File: src/rtl/vend_session_ctrl.sv
// Vending session controller: accumulates coin credit, validates selections
// against price and stock, runs the dispense req/ack handshake and pays change
// back one unit coin at a time. All outputs come straight from registers.
module vend_session_ctrl #(
    parameter int unsigned PRICE0     = 3,
    parameter int unsigned PRICE1     = 5,
    parameter int unsigned PRICE2     = 7,
    parameter int unsigned PRICE3     = 10,
    parameter int unsigned CREDIT_MAX = 31,
    parameter int unsigned TIMEOUT    = 1000
) (
    input  logic       clk,
    input  logic       rst,
    input  logic [1:0] in,
    input  logic       sel_valid,
    input  logic [1:0] sel,
    input  logic       cancel,
    input  logic [3:0] stock_empty,
    input  logic       dispense_ack,
    input  logic       change_ack,
    output logic       dispense_req,
    output logic [1:0] dispense_item,
    output logic       change_req,
    output logic       coin_reject,
    output logic       sel_err,
    output logic [7:0] credit,
    output logic       busy
);

    localparam int unsigned      TW        = $clog2(TIMEOUT + 1);
    localparam logic [TW-1:0]    TMO_LAST  = TW'(TIMEOUT - 1);
    localparam logic [TW-1:0]    TMO_ONE   = TW'(32'd1);
    localparam logic [8:0]       CMAX9     = 9'(CREDIT_MAX);

    typedef enum logic [1:0] {
        S_IDLE     = 2'd0,
        S_CREDIT   = 2'd1,
        S_DISPENSE = 2'd2,
        S_CHANGE   = 2'd3
    } state_t;

    // Price lookup for the selected item index.
    function automatic logic [7:0] price_of(input logic [1:0] idx);
        logic [7:0] p;
        case (idx)
            2'd0:    p = 8'(PRICE0);
            2'd1:    p = 8'(PRICE1);
            2'd2:    p = 8'(PRICE2);
            2'd3:    p = 8'(PRICE3);
            default: p = 8'(PRICE3);
        endcase
        return p;
    endfunction

    state_t          state_r, state_s;
    logic [7:0]      credit_r, credit_s;
    logic [TW-1:0]   tmo_r, tmo_s;
    logic            dreq_r, dreq_s;
    logic [1:0]      ditem_r, ditem_s;
    logic            creq_r, creq_s;
    logic            rej_r, rej_s;
    logic            serr_r, serr_s;
    logic            busy_r, busy_s;

    logic [8:0]      sum_s;
    logic            coin_ok_s;
    logic            coin_any_s;
    logic [7:0]      price_s;
    logic            sel_ok_s;

    assign sum_s      = {1'b0, credit_r} + {7'd0, in};
    assign coin_any_s = (in != 2'd0);
    assign coin_ok_s  = ((in == 2'd1) || (in == 2'd2)) && (sum_s <= CMAX9);
    assign price_s    = price_of(sel);
    assign sel_ok_s   = !stock_empty[sel] && (credit_r >= price_s);

    // Next-state, next-credit and next-output decode for the session FSM.
    always_comb begin
        state_s  = state_r;
        credit_s = credit_r;
        tmo_s    = tmo_r;
        ditem_s  = ditem_r;
        rej_s    = 1'b0;
        serr_s   = 1'b0;
        case (state_r)
            S_IDLE: begin
                tmo_s = '0;
                if ((in == 2'd1) || (in == 2'd2)) begin
                    credit_s = {6'd0, in};
                    state_s  = S_CREDIT;
                end else if (in == 2'd3) begin
                    rej_s = 1'b1;
                end else begin
                    rej_s = 1'b0;
                end
                if (sel_valid) begin
                    serr_s = 1'b1;
                end else begin
                    serr_s = 1'b0;
                end
            end
            S_CREDIT: begin
                if (cancel) begin
                    // Refund wins over everything; a coin alongside is handed back.
                    rej_s   = coin_any_s;
                    tmo_s   = '0;
                    state_s = S_CHANGE;
                end else if (sel_valid) begin
                    rej_s = coin_any_s;
                    tmo_s = '0;
                    if (sel_ok_s) begin
                        credit_s = credit_r - price_s;
                        ditem_s  = sel;
                        state_s  = S_DISPENSE;
                    end else begin
                        serr_s = 1'b1;
                    end
                end else if (coin_ok_s) begin
                    credit_s = sum_s[7:0];
                    tmo_s    = '0;
                end else begin
                    // Idle cycle (a rejected coin counts as idle too).
                    rej_s = coin_any_s;
                    if (tmo_r == TMO_LAST) begin
                        tmo_s   = '0;
                        state_s = S_CHANGE;
                    end else begin
                        tmo_s = tmo_r + TMO_ONE;
                    end
                end
            end
            S_DISPENSE: begin
                rej_s = coin_any_s;
                if (dispense_ack) begin
                    if (credit_r != 8'd0) begin
                        state_s = S_CHANGE;
                    end else begin
                        state_s = S_IDLE;
                    end
                end else begin
                    state_s = S_DISPENSE;
                end
            end
            S_CHANGE: begin
                rej_s = coin_any_s;
                if (credit_r == 8'd0) begin
                    // Nothing owed: never hold the hopper request with zero credit.
                    state_s = S_IDLE;
                end else if (change_ack) begin
                    credit_s = credit_r - 8'd1;
                    if (credit_r == 8'd1) begin
                        state_s = S_IDLE;
                    end else begin
                        state_s = S_CHANGE;
                    end
                end else begin
                    state_s = S_CHANGE;
                end
            end
            default: begin
                state_s  = S_IDLE;
                credit_s = 8'd0;
                tmo_s    = '0;
            end
        endcase
        dreq_s = (state_s == S_DISPENSE);
        creq_s = (state_s == S_CHANGE);
        busy_s = dreq_s | creq_s;
    end

    // State, credit, timeout counter and output registers; reset aborts any session.
    always_ff @(posedge clk or negedge rst) begin
        if (!rst) begin
            state_r  <= S_IDLE;
            credit_r <= 8'd0;
            tmo_r    <= '0;
            dreq_r   <= 1'b0;
            ditem_r  <= 2'd0;
            creq_r   <= 1'b0;
            rej_r    <= 1'b0;
            serr_r   <= 1'b0;
            busy_r   <= 1'b0;
        end else begin
            state_r  <= state_s;
            credit_r <= credit_s;
            tmo_r    <= tmo_s;
            dreq_r   <= dreq_s;
            ditem_r  <= ditem_s;
            creq_r   <= creq_s;
            rej_r    <= rej_s;
            serr_r   <= serr_s;
            busy_r   <= busy_s;
        end
    end

    assign dispense_req  = dreq_r;
    assign dispense_item = ditem_r;
    assign change_req    = creq_r;
    assign coin_reject   = rej_r;
    assign sel_err       = serr_r;
    assign credit        = credit_r;
    assign busy          = busy_r;

endmodule

File: config.mk
export PLATFORM = sky130hd
export DESIGN_NAME = vend_session_ctrl
export DESIGN_NICKNAME = d
export VERILOG_FILES = /design/src/rtl/vend_session_ctrl.sv
export SDC_FILE = /design/constraint.sdc
export NUM_CORES = 1
export LEC_CHECK = 0
export ABC_AREA = 1
export BUFFER_PORTS_ARGS = -buffer_cell sky130_fd_sc_hd__buf_2
export CAP_MARGIN = 10
export CORE_MARGIN = 2
export CORE_UTILIZATION = 50
export DETAILED_ROUTE_END_ITERATION = 8
export PLACE_DENSITY = 0.72
export RECOVER_POWER = 50
export SLEW_MARGIN = 30
export SYNTH_ARGS = -nofsm -noshare
export SYNTH_HDL_FRONTEND = slang
export SYNTH_SLANG_ARGS = --single-unit
File: constraint.sdc
create_clock -name clk -period 3.2 [get_ports clk]
set_input_delay 0.32 -clock clk [delete_from_list [all_inputs] [get_ports clk]]
set_output_delay 0.32 -clock clk [all_outputs]
set_load 0.01 [all_outputs]
Yosys cells after proc, flatten, opt, wreduce, memory -nomap -nowiden
Index checks and enable logic that the tools add are counted.
{"block": "word_totals", "ff_bits": 27, "out_inout_bits": 15, "elab_cells": 90}
{"block": "op_classes", "addsub": 4, "n_lt_le_gt_ge": 3, "eq_ne": 19, "mux": 39, "bitwise": 2, "n_reduce_logical": 14}
{"cell": "$mux 8", "n": 7}
{"cell": "$mux 10", "n": 4}
{"cell": "$pmux 8 s4", "n": 1}
{"cell": "$pmux 8 s3", "n": 1}
{"cell": "$mux 2", "n": 11}
{"cell": "$pmux 10 s2", "n": 1}
{"cell": "$eq 2x2->1 const B", "n": 8}
{"cell": "$add 10x1->10 const B", "n": 1}
{"cell": "$eq 10x10->1 const B", "n": 1}
{"cell": "$mux 1", "n": 10}
{"cell": "$add 8x2->9", "n": 1}
{"cell": "$le 9x5->1 const B", "n": 1}
{"cell": "$eq 8x1->1 const B", "n": 1}
{"cell": "$ge 8x8->1", "n": 1}
{"cell": "$logic_not 8->1", "n": 1}
{"cell": "$ne 2x2->1 const B", "n": 4}
{"cell": "$pmux 2 s4", "n": 1}
{"cell": "$reduce_bool 8->1", "n": 1}
{"cell": "$sub 8x1->8 const B", "n": 1}
{"cell": "$sub 8x8->8", "n": 1}
{"cell": "$reduce_and 7->1", "n": 1}
{"cell": "$eq 2x1->1 const B", "n": 3}
{"cell": "$ne 3x3->1 const B", "n": 2}
{"cell": "$logic_not 2->1", "n": 2}
{"cell": "13 further kinds", "n": 15}

Longest topological paths before layout
Gate-level depths: netlist of run 1.
{"block": "depth", "word_depth": 10, "depth_mapped": 15}

Worst setup path after synthesis of run 1
No wires, ideal clock.
{"block": "synth_path", "path_kind": "reg2reg", "start": "register credit_r[0] (netlist: credit[0])", "end": "register credit_r[0] (netlist: credit[0])", "arrival_time_ns": 2.028, "t_required_ns": 3.079, "slack_ns": 1.051, "path_stages_with_launch": 15, "n_path_buf": 1, "synth_period_minus_slack_ns": 2.149, "cell_sequence": "dfrtp_1 ha_1 inv_1 fa_1 inv_1 nand2_2 o21ai_1 nand2_1 nor2_1 nand2_2 nand2_4 nand3_4 buf_6 nand2_2 o21ai_2"}
{"block": "synth_via", "elab_chain_len": 5, "word_cells_on_any_way": 19, "cone_classes": "3 x add/sub; 2 x order compare; 3 x eq/ne; 7 x mux; 4 x reduce/logical"}
{"item": "start: declaration", "line": "56", "text": "logic [7:0] credit_r, credit_s;"}
{"item": "start signal: assignment", "line": "185", "text": "credit_r <= credit_s;"}
{"item": "$add 8x2->9 or $sub 8x8->8 (tied branches)", "line": "71, 112"}
{"item": "$le 9x5->1 (tied with other cells)", "line": "73", "text": "assign coin_ok_s = ((in == 2'd1) || (in == 2'd2)) && (sum_s <= CMAX9);"}
{"item": "$logic_and 1x1->1 or $mux 8 (tied branches)", "line": "73, 108"}
{"item": "$ne 3x3->1 (no source line) or $mux 8 (tied branches)"}
{"item": "$reduce_and 7->1 (no source line) or $pmux 8 s3 (tied branches)"}
Parallel ways exist; a longest one is shown, timed or not. The select of a mux whose other input is x is not followed.
A chain may end at the register's enable or synchronous reset.

Final worst setup path of run 1
{"block": "layout_path", "start": "register credit_r[0] (netlist: credit[0])", "end": "register credit_r[3] (netlist: credit[3])"}
The elaborated chain is that of the path after synthesis.

==> results of run 1 <==
logic make-up (layout without fill, tap and decap cells):
family	count (synthesis)	count (layout)	share of synthesized area
flip-flops	27	27	0.294
AO/OA/AOI/OAI	48	48	0.120
buffers and inverters	55	82	0.103
adder cells (fa/ha/maj)	15	15	0.0882
XOR/XNOR	7	7	0.0267
AND/OR/NAND/NOR	176	176	0.367
final timing paths:
| check | slack, ps | startpoint | depth (start not counted) | end |
|---|---|---|---|---|
| worst max-delay path | 730 | credit[0]$_DFFE_PN0P_ | 15 | credit[3]$_DFFE_PN0P_ |
| worst min-delay path | 310 | cancel | 2 | sel_err$_DFF_PN0_ |
| worst max register to register | 730 | credit[0]$_DFFE_PN0P_ | 15 | credit[3]$_DFFE_PN0P_ |
| worst min register to register | 500 | dispense_item[0]$_DFFE_PN0P_ | 2 | dispense_item[0]$_DFFE_PN0P_ |
| max in group asynchronous | 2060 | rst | 1 | tmo_r[9]$_DFFE_PN0P_ |
| min in group asynchronous | 330 | rst | 1 | tmo_r[8]$_DFFE_PN0P_ |
metal layers:
metal	wire [um]	track usage	part of all wire
met5	0	0	0
met4	99	0.0797	0.019
met3	381	0.0380	0.071
met2	2190	0.334	0.41
met1	2670	0.341	0.50
area by class of cell:
type	count	area share
multi-input cells	246	0.554
flip-flops and latches	27	0.270
inverters	48	0.0721
repair buffers	30	0.0581
well taps	52	0.0260
clock buffers	3	0.0165
clock inverters	1	0.00300
registers in the layout, indices dropped and copies added, names as in the netlist:
register / count
busy: 1
change_req: 1
coin_reject: 1
tmo_r: 10
dispense_req: 1
state_r: 2
sel_err: 1
dispense_item: 2
credit: 8
cells in the final DEF (no fill, tap or decap), types with 2 or more instances in the layout:
cell type   n
nor2_1     20
dfrtp_1    27
ha_1       13
o21ai_0    25
buf_2      20
nor3_1      4
o21ai_2     3
buf_4       2
nand3b_1    2
inv_2       3
nand4_1     9
nand2_2    14
fa_1        2
nor2_4      3
clkbuf_1    8
clkbuf_8    3
a21oi_1    11
xor2_1      7
inv_1      44
nand3_1    32
o21ai_1     2
nand2_1    85
through the flow:
step                 util  power, mW
finish              0.570       2.00
global route        0.570       2.20
CTS                 0.572       2.00
detailed placement  0.561       1.80
global placement    0.561       1.77
floorplan               -       1.51
power by group through the flow:
stage | Sequential [mW] | Combinational [mW] | Clock (mW)
2_1_floorplan | 0.564 | 0.947 | 0
3_3_place_gp | 0.564 | 1.21 | 0
3_5_place_dp | 0.565 | 1.23 | 0
4_1_cts | 0.560 | 1.24 | 0.205
5_1_grt | 0.582 | 1.41 | 0.216
6_report | 0.563 | 1.23 | 0.200
worst max-delay path, cell delays in order (launching register included):
cell and delay (ps):
dfrtp_1 490, ha_1 250, inv_1 70, fa_1 390, inv_1 80, nand2_2 80
nor2_1 110, nand2_1 50, nand2_1 90, nor2_1 60, nand2_2 120, nand2_4 90
nand3_4 160, clkinv_1 180, nand2_1 100, nand2_1 50
==> impl_metrics.tcl, run 1 <==
set metrics [dict create \
    numPortBuffers 28 \
    comb_power_share 0.617 \
    ctsHoldBuffers 0 \
    ctsResizeCount 0 \
    tightest_slew_ps 1380 \
    pin_count 29 \
    dieArea_um2 5160 \
    end_kind "flop" \
    synth.top_cells.by_area "dfrtp_1 (29%), nand2_1 (14%), inv_1 (7.2%)" \
    syn_area_um2 2300 \
    grt_pass1_vias 2026 \
    wirelength_um 5340 \
    fillers 425 \
    finalSetupViolCount 0 \
    cts_made_buffers 3 \
    grt_overflow_total 0 \
    route.detailed.drc 0 \
    multi_input_comb_area_um2 1390 \
    synth_cells 328 \
    clkLatencyLatePin_ps 280 \
    cap_viol_max_count 0 \
    cts.htree.levels 1 \
    synth.most_common_cell "nand2_1" \
    seqPwrFrac 0.282 \
    post_dp_cell_area_um2 2460 \
    area_delta_synth_final_pct 8.76 \
    ys_seq_area_frac 0.294 \
    grt_setup_unrepaired "false" \
    seq_area_um2 676 \
    post-route-min-period_ps 2470 \
    cts_max_path_buffers 2 \
    clk_pin_slew_ps 90 \
    drtIter0Drc 134 \
    grt_pass1_wl_um 9340 \
    required_ps 3370 \
    timing.fmax_mhz 404 \
    grt.total_usage 0.228 \
    p_switching_mw 1.03 \
    dp.final_hpwl_um 4290 \
    p_int_mw 0.963 \
    die_w_um 71.8 \
    power_leakage_nw 1.29 \
    hold_ws_ps 313 \
    cts.sinks 27 \
    outcome "finished, final reports clean" \
    critPathArrivalTime_ps 2650 \
    yosysUniqueCellTypes 37 \
    die_h_um 71.8 \
    gp_congestion 0.930 \
    slew_viol_final 0 \
    final_cell_area_um2 2500 \
    final_layout_size_suffix_gt1_frac 0.161 \
    dp.cells 403 \
    via_per_inst 5.36 \
    syn_nets 357 \
    synth_top_area_share 0.294 \
    cts-root-buf "clkbuf_8" \
    postSynth.asyncResetShare 1.00 \
    skew_ps 10.9 \
    crit_type "reg2reg" \
    cts_tree "yes" \
    start_util 0.524 \
    firstDrtPassIters 5 \
    min_path_type "in2reg" \
    p_clk_frac 0.100 \
    setup_slack_ps 727 \
    hold_viol 0 \
    place_ws_ps 753 \
    synth_edf_count 0 \
    antenna_found_initial 0 \
    ys_top_cells_by_count "nand2_1 (85), inv_1 (44), nand3_1 (32)" \
    slew_headroom 0.0820 \
    wl_per_cell_um 13.1 \
    fin_cells 407 \
    start_kind "flop" \
    rows 24 \
    ir_worst_vdd_mv 0.363 \
    avgSynthCellArea_um2 7.01 \
    switching_share 0.517 \
    synth_flop_cell "dfrtp_1" \
    power.density_nw_per_um2 798 \
    grt_max_degree 28 \
    postRouteAntennaNets 0 \
    final_nets 385 \
    core_area_um2 4380 \
    finalSetupTns_ps 0 \
    antenna_cells 0 \
    fin_crit_sh 0.773 \
    cp_max_fo 12 \
    via_count 2182 \
    ys_ff_latch 27 \
    cts_setup_buffers 0 \
    yosysWarnings 0 \
    synth_largest_area_cell "dfrtp_1" \
]
No activity file was read; power rests on OpenSTA's default activity.
==> inputs of run 2 (changes only) <==
==> constraint.sdc (replaced) <==
create_clock -name clk -period 2.35 [get_ports clk]
set_input_delay 0.235 -clock clk [delete_from_list [all_inputs] [get_ports clk]]
set_output_delay 0.235 -clock clk [all_outputs]
set_load 0.01 [all_outputs]
==> run 2 against run 1 <==
Worst hold slack got worse by 110 ps. Final cell count increased by 2.5%. Final area increased by 3.7%. Highest routed layer unchanged. The run now ends with capacitance limit, slew limit left.
==> impl_metrics.tcl, run 2 (synthesis gave the netlist of run 1 again) <==
set metrics [dict create \
    outcome "finished with violations" \
    violations "capacitance limit, slew limit" \
    cts.sinks 27 \
    final_cell_mix "nand2_1 (85), inv_1 (44), nand3_1 (32)" \
    grt_pass1_wl_um 9290 \
    largest_register_ffs 10 \
    rows 24 \
    setup_slack_ps 50.6 \
    wl_met2_um 2310 \
    tightest_slew_ps 1550 \
    clkLatencyLatePin_ps 280 \
    dp.final_hpwl_um 4340 \
    hp-start "cancel" \
    wl_met3_um 412 \
    slew_headroom -0.0314 \
    cts.htree.levels 1 \
    min_path_type "in2reg" \
    drt-met1-wl_um 2820 \
    finalSetupViolCount 0 \
    start_kind "flop" \
    grt_pass1_vias 1991 \
    timing.fmax_mhz 435 \
    crit_type "reg2reg" \
    die_w_um 71.8 \
    wl_per_cell_um 13.4 \
    area_delta_synth_final_pct 12.7 \
    final_layout_size_suffix_gt1_frac 0.195 \
    grt_overflow_total 0 \
    critPathArrivalTime_ps 2510 \
    slew_viol_final 28 \
    top_layer "met4" \
    finalSetupTns_ps 0 \
    ir_worst_vdd_mv 0.494 \
    final_common_cell "nand2_1" \
    via_per_inst 5.35 \
    core_area_um2 4380 \
    start_util 0.524 \
    numPortBuffers 28 \
    firstDrtPassIters 4 \
    drtIter0Drc 174 \
    crit_start "credit[0]$_DFFE_PN0P_" \
    grt_max_degree 28 \
    wirelength_um 5600 \
    p_clk_frac 0.099 \
    p_switching_mw 1.47 \
    hold_viol 0 \
    end_kind "flop" \
    cts_max_path_buffers 2 \
    comb_power_share 0.647 \
    antenna_found_initial 0 \
    clk_pin_slew_ps 110 \
    fillers 395 \
    dieArea_um2 5160 \
    cp_max_fo 8 \
    die_h_um 71.8 \
    cts_tree "yes" \
    switching_share 0.506 \
    power.density_nw_per_um2 1130 \
    place_ws_ps 71.7 \
    cts-root-buf "clkbuf_8" \
    reg2reg_from "credit[0]$_DFFE_PN0P_" \
    postRouteAntennaNets 0 \
    largest_register "tmo_r" \
    grt.total_usage 0.226 \
    skew_ps 4.19 \
    pin_count 29 \
    power_leakage_nw 1.34 \
    cap_viol_max_count 1 \
    gp_congestion 0.981 \
    fin_crit_sh 0.978 \
    seqPwrFrac 0.254 \
    cts_made_buffers 3 \
    post-route-min-period_ps 2300 \
    via_count 2230 \
    route.detailed.drc 0 \
    final_nets 395 \
    p_int_mw 1.44 \
    antenna_cells 0 \
    required_ps 2560 \
]
[run 2: stage by stage]
step	hold WS, ps	cell area, um2	util	cells	power [mW]
2_1_floorplan	-60.6	2300	-	328	2.06
3_3_place_gp	292	2490	0.568	407	2.49
3_5_place_dp	303	2490	0.568	407	2.49
6_report	208	2590	0.591	417	2.92
4_1_cts	218	2550	0.582	412	2.78
5_1_grt	218	2590	0.591	417	3.18
[run 2: area by class of cell]
type | count | area, um2 | share of cell area
clock inverter | 1 | 7.51 | 0.00290
clock buffer | 3 | 41.3 | 0.0159
multi-input combinational | 246 | 1400 | 0.538
timing repair buffer | 40 | 223 | 0.0859
sequential | 27 | 676 | 0.261
inverter | 48 | 184 | 0.0710
tap | 52 | 65.1 | 0.0251
[run 2: power groups by stage]
stage | sequential (mW) | combinational, mW | clock (mW)
final | 0.742 | 1.89 | 0.289
after detailed placement | 0.746 | 1.75 | 0
after global placement | 0.745 | 1.74 | 0
after global routing | 0.767 | 2.10 | 0.306
after CTS | 0.737 | 1.76 | 0.287
after floorplan | 0.768 | 1.29 | 0
[run 2: worst max-delay path, cell delays in order (launching register included)]
cell and delay [ps]:
dfrtp_1 400, ha_2 210, inv_1 50, fa_2 340, inv_1 80, nand2_2 80
o21ai_1 170, nand2_1 110, nor2_2 130, nand2_2 100, nand2_4 100, nand3_4 130
buf_4 170, o21ai_2 140
[run 2: path summary, 6_finish.rpt]
kind,cells past startpoint,end,slack [ps]
worst max-delay path,13,credit[2]$_DFFE_PN0P_,50
worst min-delay path,2,sel_err$_DFF_PN0_,210
worst max register to register,13,credit[2]$_DFFE_PN0P_,50
worst min register to register,2,dispense_item[0]$_DFFE_PN0P_,500
max in group asynchronous,2,tmo_r[2]$_DFFE_PN0P_,600
min in group asynchronous,2,credit[5]$_DFFE_PN0P_,850
[run 2: timing repair]
action | 4_1_cts | 5_1_grt
gates resized for setup | 0 | 5
setup buffers | 0 | 5
hold buffers | 1 | 0
endpoints found under the setup margin | 0 | 11
endpoints found under the hold margin | 27 | 0
[run 2: per-layer routing]
layer	up-vias	track usage
li1	1138	-
met1	1009	0.350
met5	-	0
met3	6	0.0408
met4	0	0.0503
met2	77	0.328
